### src/rtl/ewh_target_pkg.sv
// Shared types for the laser-glove target manager: channel state encoding and width helpers.
package ewh_target_pkg;

    localparam int unsigned CH_STATE_W = 2;

    typedef enum logic [CH_STATE_W-1:0] {
        CH_IDLE    = 2'd0,
        CH_ARMED   = 2'd1,
        CH_QUALIFY = 2'd2
    } ch_state_e;

    // Index width for a selector over n items, never narrower than one bit.
    function automatic int unsigned clog2_min1(input int unsigned n);
        return (n > 1) ? $clog2(n) : 1;
    endfunction

endpackage

### src/rtl/target_channel.sv
// One target channel: arm latch, lifetime countdown, sensor debounce, hit/miss strobes.
module target_channel
    import ewh_target_pkg::*;
#(
    parameter int unsigned NUM_SENSORS = 10,
    parameter int unsigned IDX_W       = 4,
    parameter int unsigned TMO_W       = 24,
    parameter int unsigned DEBOUNCE    = 4
) (
    input  logic                   clock,
    input  logic                   reset,
    input  logic                   arm_go,
    input  logic [IDX_W-1:0]       arm_idx,
    input  logic [TMO_W-1:0]       arm_timeout,
    input  logic [NUM_SENSORS-1:0] sensor_s,
    output logic                   idle_c,
    output logic                   hit_c,
    output logic                   miss_c,
    output logic [IDX_W-1:0]       target_idx,
    output logic                   target_active,
    output logic                   hit_pulse,
    output logic                   miss_pulse
);

    localparam int unsigned DEB_W = $clog2(DEBOUNCE + 1);
    localparam int unsigned PAD_W = 1 << IDX_W;

    ch_state_e          state_q, state_d;
    logic [TMO_W-1:0]   cnt_q, cnt_d;
    logic [DEB_W-1:0]   deb_q, deb_d;
    logic [DEB_W-1:0]   deb_inc;
    logic [IDX_W-1:0]   idx_q, idx_d;
    logic               active_q, active_d;
    logic               hit_pulse_q, miss_pulse_q;
    logic [PAD_W-1:0]   sensor_pad;
    logic               sample;

    // Pad so any index value selects a defined bit; arm validation keeps idx in range.
    assign sensor_pad = PAD_W'(sensor_s);
    assign sample     = sensor_pad[idx_q];
    assign deb_inc    = deb_q + DEB_W'(1);
    assign idle_c     = (state_q == CH_IDLE);

    always_comb begin
        state_d = state_q;
        cnt_d   = cnt_q;
        deb_d   = deb_q;
        idx_d   = idx_q;
        hit_c   = 1'b0;
        miss_c  = 1'b0;
        case (state_q)
            CH_IDLE: begin
                if (arm_go) begin
                    state_d = CH_ARMED;
                    idx_d   = arm_idx;
                    cnt_d   = arm_timeout;
                    deb_d   = '0;
                end
            end
            CH_ARMED, CH_QUALIFY: begin
                cnt_d = cnt_q - TMO_W'(1);
                if (sample) begin
                    if (deb_inc == DEB_W'(DEBOUNCE)) begin
                        hit_c   = 1'b1;
                        state_d = CH_IDLE;
                        deb_d   = '0;
                    end else begin
                        deb_d   = deb_inc;
                        state_d = CH_QUALIFY;
                    end
                end else begin
                    deb_d   = '0;
                    state_d = CH_ARMED;
                end
                // A hit on the expiry edge takes precedence over the miss.
                if (!hit_c && (cnt_q == TMO_W'(1))) begin
                    miss_c  = 1'b1;
                    state_d = CH_IDLE;
                    deb_d   = '0;
                end
            end
            default: state_d = CH_IDLE;
        endcase
        active_d = (state_d != CH_IDLE);
    end

    always_ff @(posedge clock) begin
        if (reset) begin
            state_q      <= CH_IDLE;
            cnt_q        <= '0;
            deb_q        <= '0;
            idx_q        <= '0;
            active_q     <= 1'b0;
            hit_pulse_q  <= 1'b0;
            miss_pulse_q <= 1'b0;
        end else begin
            state_q      <= state_d;
            cnt_q        <= cnt_d;
            deb_q        <= deb_d;
            idx_q        <= idx_d;
            active_q     <= active_d;
            hit_pulse_q  <= hit_c;
            miss_pulse_q <= miss_c;
        end
    end

    assign target_idx    = idx_q;
    assign target_active = active_q;
    assign hit_pulse     = hit_pulse_q;
    assign miss_pulse    = miss_pulse_q;

endmodule

### src/rtl/target_array_ctrl.sv
// Target manager top: sensor synchroniser, arm decode/validation, saturating score.
// Build option MISS_PENALTY_EN: each timeout subtracts MISS_POINTS from the score.
module target_array_ctrl
    import ewh_target_pkg::*;
#(
    parameter int unsigned NUM_CH      = 2,
    parameter int unsigned NUM_SENSORS = 10,
    parameter int unsigned IDX_W       = 4,
    parameter int unsigned TMO_W       = 24,
    parameter int unsigned DEBOUNCE    = 4,
    parameter int unsigned SCORE_W     = 16,
    parameter int unsigned HIT_POINTS  = 1,
    parameter int unsigned MISS_POINTS = 1,
    localparam int unsigned CH_W       = clog2_min1(NUM_CH)
) (
    input  logic                     clock,
    input  logic                     reset,
    input  logic [NUM_SENSORS-1:0]   photo_array,
    input  logic                     arm_valid,
    input  logic [CH_W-1:0]          arm_ch,
    input  logic [IDX_W-1:0]         arm_idx,
    input  logic [TMO_W-1:0]         arm_timeout,
    output logic                     arm_ready,
    output logic                     arm_err,
    input  logic                     clear_score,
    output logic [NUM_CH*IDX_W-1:0]  target_idx,
    output logic [NUM_CH-1:0]        target_active,
    output logic [NUM_CH-1:0]        hit_pulse,
    output logic [NUM_CH-1:0]        miss_pulse,
    output logic [SCORE_W-1:0]       score
);

    localparam int unsigned ACC_W = SCORE_W + 34;

    logic [NUM_SENSORS-1:0] sync1_q, sync1_d;
    logic [NUM_SENSORS-1:0] sync2_q, sync2_d;
    logic                   arm_err_q, arm_err_d;
    logic [SCORE_W-1:0]     score_q, score_d;
    logic                   arm_ok_c;
    logic [NUM_CH-1:0]      idle_c;
    logic [NUM_CH-1:0]      hit_c;
    logic [NUM_CH-1:0]      miss_c;
    logic [ACC_W-1:0]       nhit;
    logic [ACC_W-1:0]       acc;

    // arm_ready is combinational from arm_ch; out-of-range channels read as busy.
    always_comb begin
        arm_ready = 1'b0;
        for (int c = 0; c < int'(NUM_CH); c++) begin
            if (arm_ch == CH_W'(c)) arm_ready = idle_c[c];
        end
    end

    assign arm_ok_c = arm_valid && arm_ready
                   && (32'(arm_idx) < NUM_SENSORS)
                   && (arm_timeout != '0);

    for (genvar c = 0; c < int'(NUM_CH); c++) begin : g_ch
        target_channel #(
            .NUM_SENSORS (NUM_SENSORS),
            .IDX_W       (IDX_W),
            .TMO_W       (TMO_W),
            .DEBOUNCE    (DEBOUNCE)
        ) u_ch (
            .clock         (clock),
            .reset         (reset),
            .arm_go        (arm_ok_c && (arm_ch == CH_W'(c))),
            .arm_idx       (arm_idx),
            .arm_timeout   (arm_timeout),
            .sensor_s      (sync2_q),
            .idle_c        (idle_c[c]),
            .hit_c         (hit_c[c]),
            .miss_c        (miss_c[c]),
            .target_idx    (target_idx[c*IDX_W +: IDX_W]),
            .target_active (target_active[c]),
            .hit_pulse     (hit_pulse[c]),
            .miss_pulse    (miss_pulse[c])
        );
    end

`ifdef MISS_PENALTY_EN
    logic [ACC_W-1:0] nmiss;
`else
    logic unused_miss;
    assign unused_miss = ^{miss_c, 32'(MISS_POINTS)};
`endif

    // Hits and misses of the same edge are netted before clamping to [0, 2^SCORE_W-1].
    always_comb begin
        nhit = '0;
        for (int c = 0; c < int'(NUM_CH); c++) nhit = nhit + ACC_W'(hit_c[c]);
        acc = ACC_W'(score_q) + ACC_W'(HIT_POINTS) * nhit;
`ifdef MISS_PENALTY_EN
        nmiss = '0;
        for (int c = 0; c < int'(NUM_CH); c++) nmiss = nmiss + ACC_W'(miss_c[c]);
        acc = acc - ACC_W'(MISS_POINTS) * nmiss;
`endif
        if (clear_score) begin
            score_d = '0;
        end else if (acc[ACC_W-1]) begin
            score_d = '0;
        end else if (acc > ACC_W'({SCORE_W{1'b1}})) begin
            score_d = {SCORE_W{1'b1}};
        end else begin
            score_d = acc[SCORE_W-1:0];
        end
    end

    always_comb begin
        sync1_d   = photo_array;
        sync2_d   = sync1_q;
        arm_err_d = arm_valid && !arm_ok_c;
    end

    always_ff @(posedge clock) begin
        if (reset) begin
            sync1_q   <= '0;
            sync2_q   <= '0;
            arm_err_q <= 1'b0;
            score_q   <= '0;
        end else begin
            sync1_q   <= sync1_d;
            sync2_q   <= sync2_d;
            arm_err_q <= arm_err_d;
            score_q   <= score_d;
        end
    end

    assign arm_err = arm_err_q;
    assign score   = score_q;

endmodule

### config.mk
export PLATFORM = sky130hd
export DESIGN_NAME = target_array_ctrl
export DESIGN_NICKNAME = d
export VERILOG_FILES = /design/src/rtl/ewh_target_pkg.sv /design/src/rtl/target_channel.sv /design/src/rtl/target_array_ctrl.sv
export SDC_FILE = /design/constraint.sdc
export NUM_CORES = 1
export LEC_CHECK = 0
export BUFFER_PORTS_ARGS = -buffer_cell sky130_fd_sc_hd__buf_2
export CORE_AREA = 3 3 136 138
export CTS_CLUSTER_SIZE = 28
export DETAILED_ROUTE_END_ITERATION = 10
export DIE_AREA = 0 0 139 141
export SYNTH_ARGS = -nofsm -noshare
export SYNTH_HDL_FRONTEND = slang
export SYNTH_SLANG_ARGS = --single-unit
### constraint.sdc
create_clock -name clock -period 5.85 [get_ports clock]
set_input_delay 0.2925 -clock clock [delete_from_list [all_inputs] [get_ports clock]]
set_output_delay 0.2925 -clock clock [all_outputs]
set_load 0.03 [all_outputs]
==> flow_metrics.tcl <==
set metrics [dict create \
    fin_crit_ns 3.35 \
    ant_nets 0 \
    final-seq-area_um2 2180 \
    cts_tree "yes" \
    cts_hold_buffers 0 \
    io_pins 75 \
    synth-seq-area-share_pct 35.9 \
    fillCellCount 1786 \
    endpoint "score[12]" \
    grt_use_total_pct 17.8 \
    synth_cells 742 \
    vias_per_cell 5.83 \
    grt_pass1_vias 5332 \
    drt_first_pass_iters 6 \
    num_vias 5853 \
    syn-num-nets 801 \
    finalCritPeriodShare_pct 57.3 \
    synth_seq_cells 109 \
    drt_drc_violations_left 0 \
    path_class "flop to flop" \
    ir_worst_vdd_mv 0.253 \
    cts_sinks 109 \
    skew_ns 0.00762 \
    hpwl_mm 12.1 \
    cp.buffers_inverters 0 \
    synth.most_common_cell "dfxtp_1" \
    crit_top_cell "nor2_1" \
    routed_wirelength_mm 17.8 \
    cts_buffer_depth 2 \
    diodes 0 \
    gr-total-overflow 0 \
    slew_headroom_pct 37.6 \
    synth_top_area_share_pct 35.9 \
    cts_buffers 9 \
    crit_fanout 6 \
    clock_latency_ns 0.36 \
    combPwrFrac_pct 42.3 \
    die-area_um2 19600 \
    setup_tns_ns 0 \
    syn2layout_area_growth_pct 11.1 \
    slowest_stage "mux4_2" \
    coreArea_um2 17300 \
    worstReg2RegEnd "score[12]" \
    rsz0062_at_grt "no" \
    cp.depth 12 \
    min_path_type "input port to flop" \
    rows 48 \
    cp.arrival_ns 3.59 \
    swShare_pct 41.7 \
    gp_congestion 0.846 \
    holdWs_ns 0.137 \
    synth.cells.most_frequent "109 x dfxtp_1, 87 x nand2_1, 78 x a21oi_1, 46 x clkbuf_1, 41 x nor2_1" \
    drive_above_1_share_pct 15.8 \
    power_frac_seq_pct 35.0 \
    power.switching_mw 1.08 \
    syn-cell-area_um2 6080 \
    dr.first_iter.drc_count 538 \
    fp.dieH_um 141 \
    ctsHtreeMaxLevel 3 \
    synthTopCellsByArea "dfxtp_1 36%, a21oi_1 6.4%, nand2_1 5.4%" \
    drv_cap 0 \
    p_clk_share_pct 22.7 \
    p_int_mw 1.51 \
    r2r_cells 12 \
    critPathMaxStageDelay_ns 0.54 \
    post-route-util_pct 39.1 \
    die-width_um 139 \
    initial_utilization_pct 35.2 \
    crit_chain "mux4_2 -> a2bb2oi_1 -> a32oi_1 -> nand2b_1 -> nor2_1 -> fa_1 -> ha_1 -> and2_1 -> and3_1 -> nand3_1 -> mux2i_1 -> nor2_1" \
    crit_required_ns 6.09 \
    pwr_density_cell_nw_per_um2 382 \
    nets 834 \
    r2r_start "g_ch[0].u_ch.target_idx[0]" \
    antenna_found_initial 0 \
    multiInputGateArea_um2 3480 \
    clk_pin_slew_worst_paths_ns 0.07 \
    max_slew.worst_pin.slew_ns 0.936 \
    r2r_setup_slack_ns 2.50 \
    setup_viol 0 \
    leakage_nw 2.53 \
    critPathLaunch "g_ch[0].u_ch.target_idx[0]" \
    cts_root_buf "clkbuf_16" \
    status "completed" \
    synth_largest_area_cell "dfxtp_1" \
    ys_types 77 \
    yosys_warnings 0 \
    crit_path_end_kind "flop" \
    max_freq_mhz 298 \
    grt_start_max_net_pins 74 \
    path_delay_family "simple AND/OR/NAND/NOR gates" \
    grt_pass1_wl_mm 28.8 \
    port_buffers 74 \
    synth-edff-count 0 \
    post_cts_resized 0 \
    cts_setup_buffers 0 \
    async_reset_ff_share_pct 0 \
    hold_viol_final 0 \
    synthFlopType "dfxtp_1" \
    syn_area_per_cell_um2 8.20 \
    start_kind "flop" \
    post_drt_wl_per_cell_um 17.8 \
    slew_viol_final 0 \
]
[through the flow]
step	power, mW	area (um^2)	worst slack [ns]	std cells
floorplan	1.75	6080	2.48	742
global placement	1.99	6490	2.57	989
detailed placement	1.99	6490	2.49	989
CTS	2.58	6760	2.49	1004
global route	2.75	6760	2.23	1004
finish	2.58	6760	2.50	1004
[metal layers]
metal	up-vias	share of wire (%)	GRT usage (%)
met5	-	0	0
li1	2844	-	-
met3	8	7.4	3.97
met4	0	0.86	3.76
met1	2774	48	26.5
met2	227	43	26.4
[how the worst min path moves through the flow]
stage / startpoint / end / slack, ns / cells after the start
floorplan: sync1_q[0] / sync2_q[0] / 0.41 / 1
finish: photo_array[1] / sync1_q[1] / 0.14 / 2
detailed placement: sync1_q[9] / sync2_q[9] / 0.42 / 1
CTS: photo_array[8] / sync1_q[8] / 0.13 / 2
global placement: sync1_q[1] / sync2_q[1] / 0.42 / 1
global route: photo_array[7] / sync1_q[7] / 0.13 / 2
[cells in the final DEF, fill, tap and decap left out, types with 5 or more instances in the layout]
cell,instances
a21oi_1,78
a221oi_1,6
a22oi_1,10
a2bb2oi_1,5
a31oi_1,6
a32o_1,9
a32oi_1,5
and3_1,8
buf_2,74
buf_4,10
clkbuf_16,9
dfxtp_1,109
ha_1,15
inv_1,25
mux2i_1,10
nand2_1,87
nand3_1,24
nand4_1,11
nor2_1,41
nor2b_1,26
nor3_1,24
nor4_1,20
o21a_1,6
o21ai_0,16
o22ai_1,12
o31a_1,6
o32ai_1,29
or2_2,5
or4_1,5
xor2_1,7
[cell families (layout without fill, tap and decap cells)]
kind of cell / count (synthesis) / in the layout / synth area share [%]
simple gates: 282 / 282 / 23.8
compound gates: 223 / 223 / 25.6
flops: 109 / 109 / 35.9
buf+inv: 88 / 125 / 7.10
fa+ha+maj: 16 / 16 / 3.41
mux: 14 / 14 / 2.76
xor+xnor: 10 / 10 / 1.44
[power by group through the flow]
stage	registers, mW	clock network [mW]	logic [mW]
2_1_floorplan	0.898	0	0.851
3_3_place_gp	0.920	0	1.07
3_5_place_dp	0.918	0	1.07
4_1_cts	0.902	0.605	1.07
5_1_grt	0.916	0.632	1.20
6_report	0.904	0.586	1.09
[flip-flops by register name, indices dropped and copies added, names as in the netlist]
name,count
g_ch.u_ch.state_q,4
g_ch.u_ch.cnt_q,48
sync1_q,10
g_ch.u_ch.target_idx,8
sync2_q,10
score,16
g_ch.u_ch.target_active,2
arm_err,1
g_ch.u_ch.miss_pulse,2
g_ch.u_ch.hit_pulse,2
g_ch.u_ch.deb_q,6
[final cells by class]
class | count | share of cell area, %
Multi-Input combinational cell | 545 | 51.5
Sequential cell | 109 | 32.3
Timing Repair Buffer | 84 | 6.59
Tap cell | 225 | 4.16
Clock buffer | 10 | 3.39
Inverter | 26 | 1.44
Clock inverter | 5 | 0.685
Note: power is estimated with default switching activity, not from simulation.
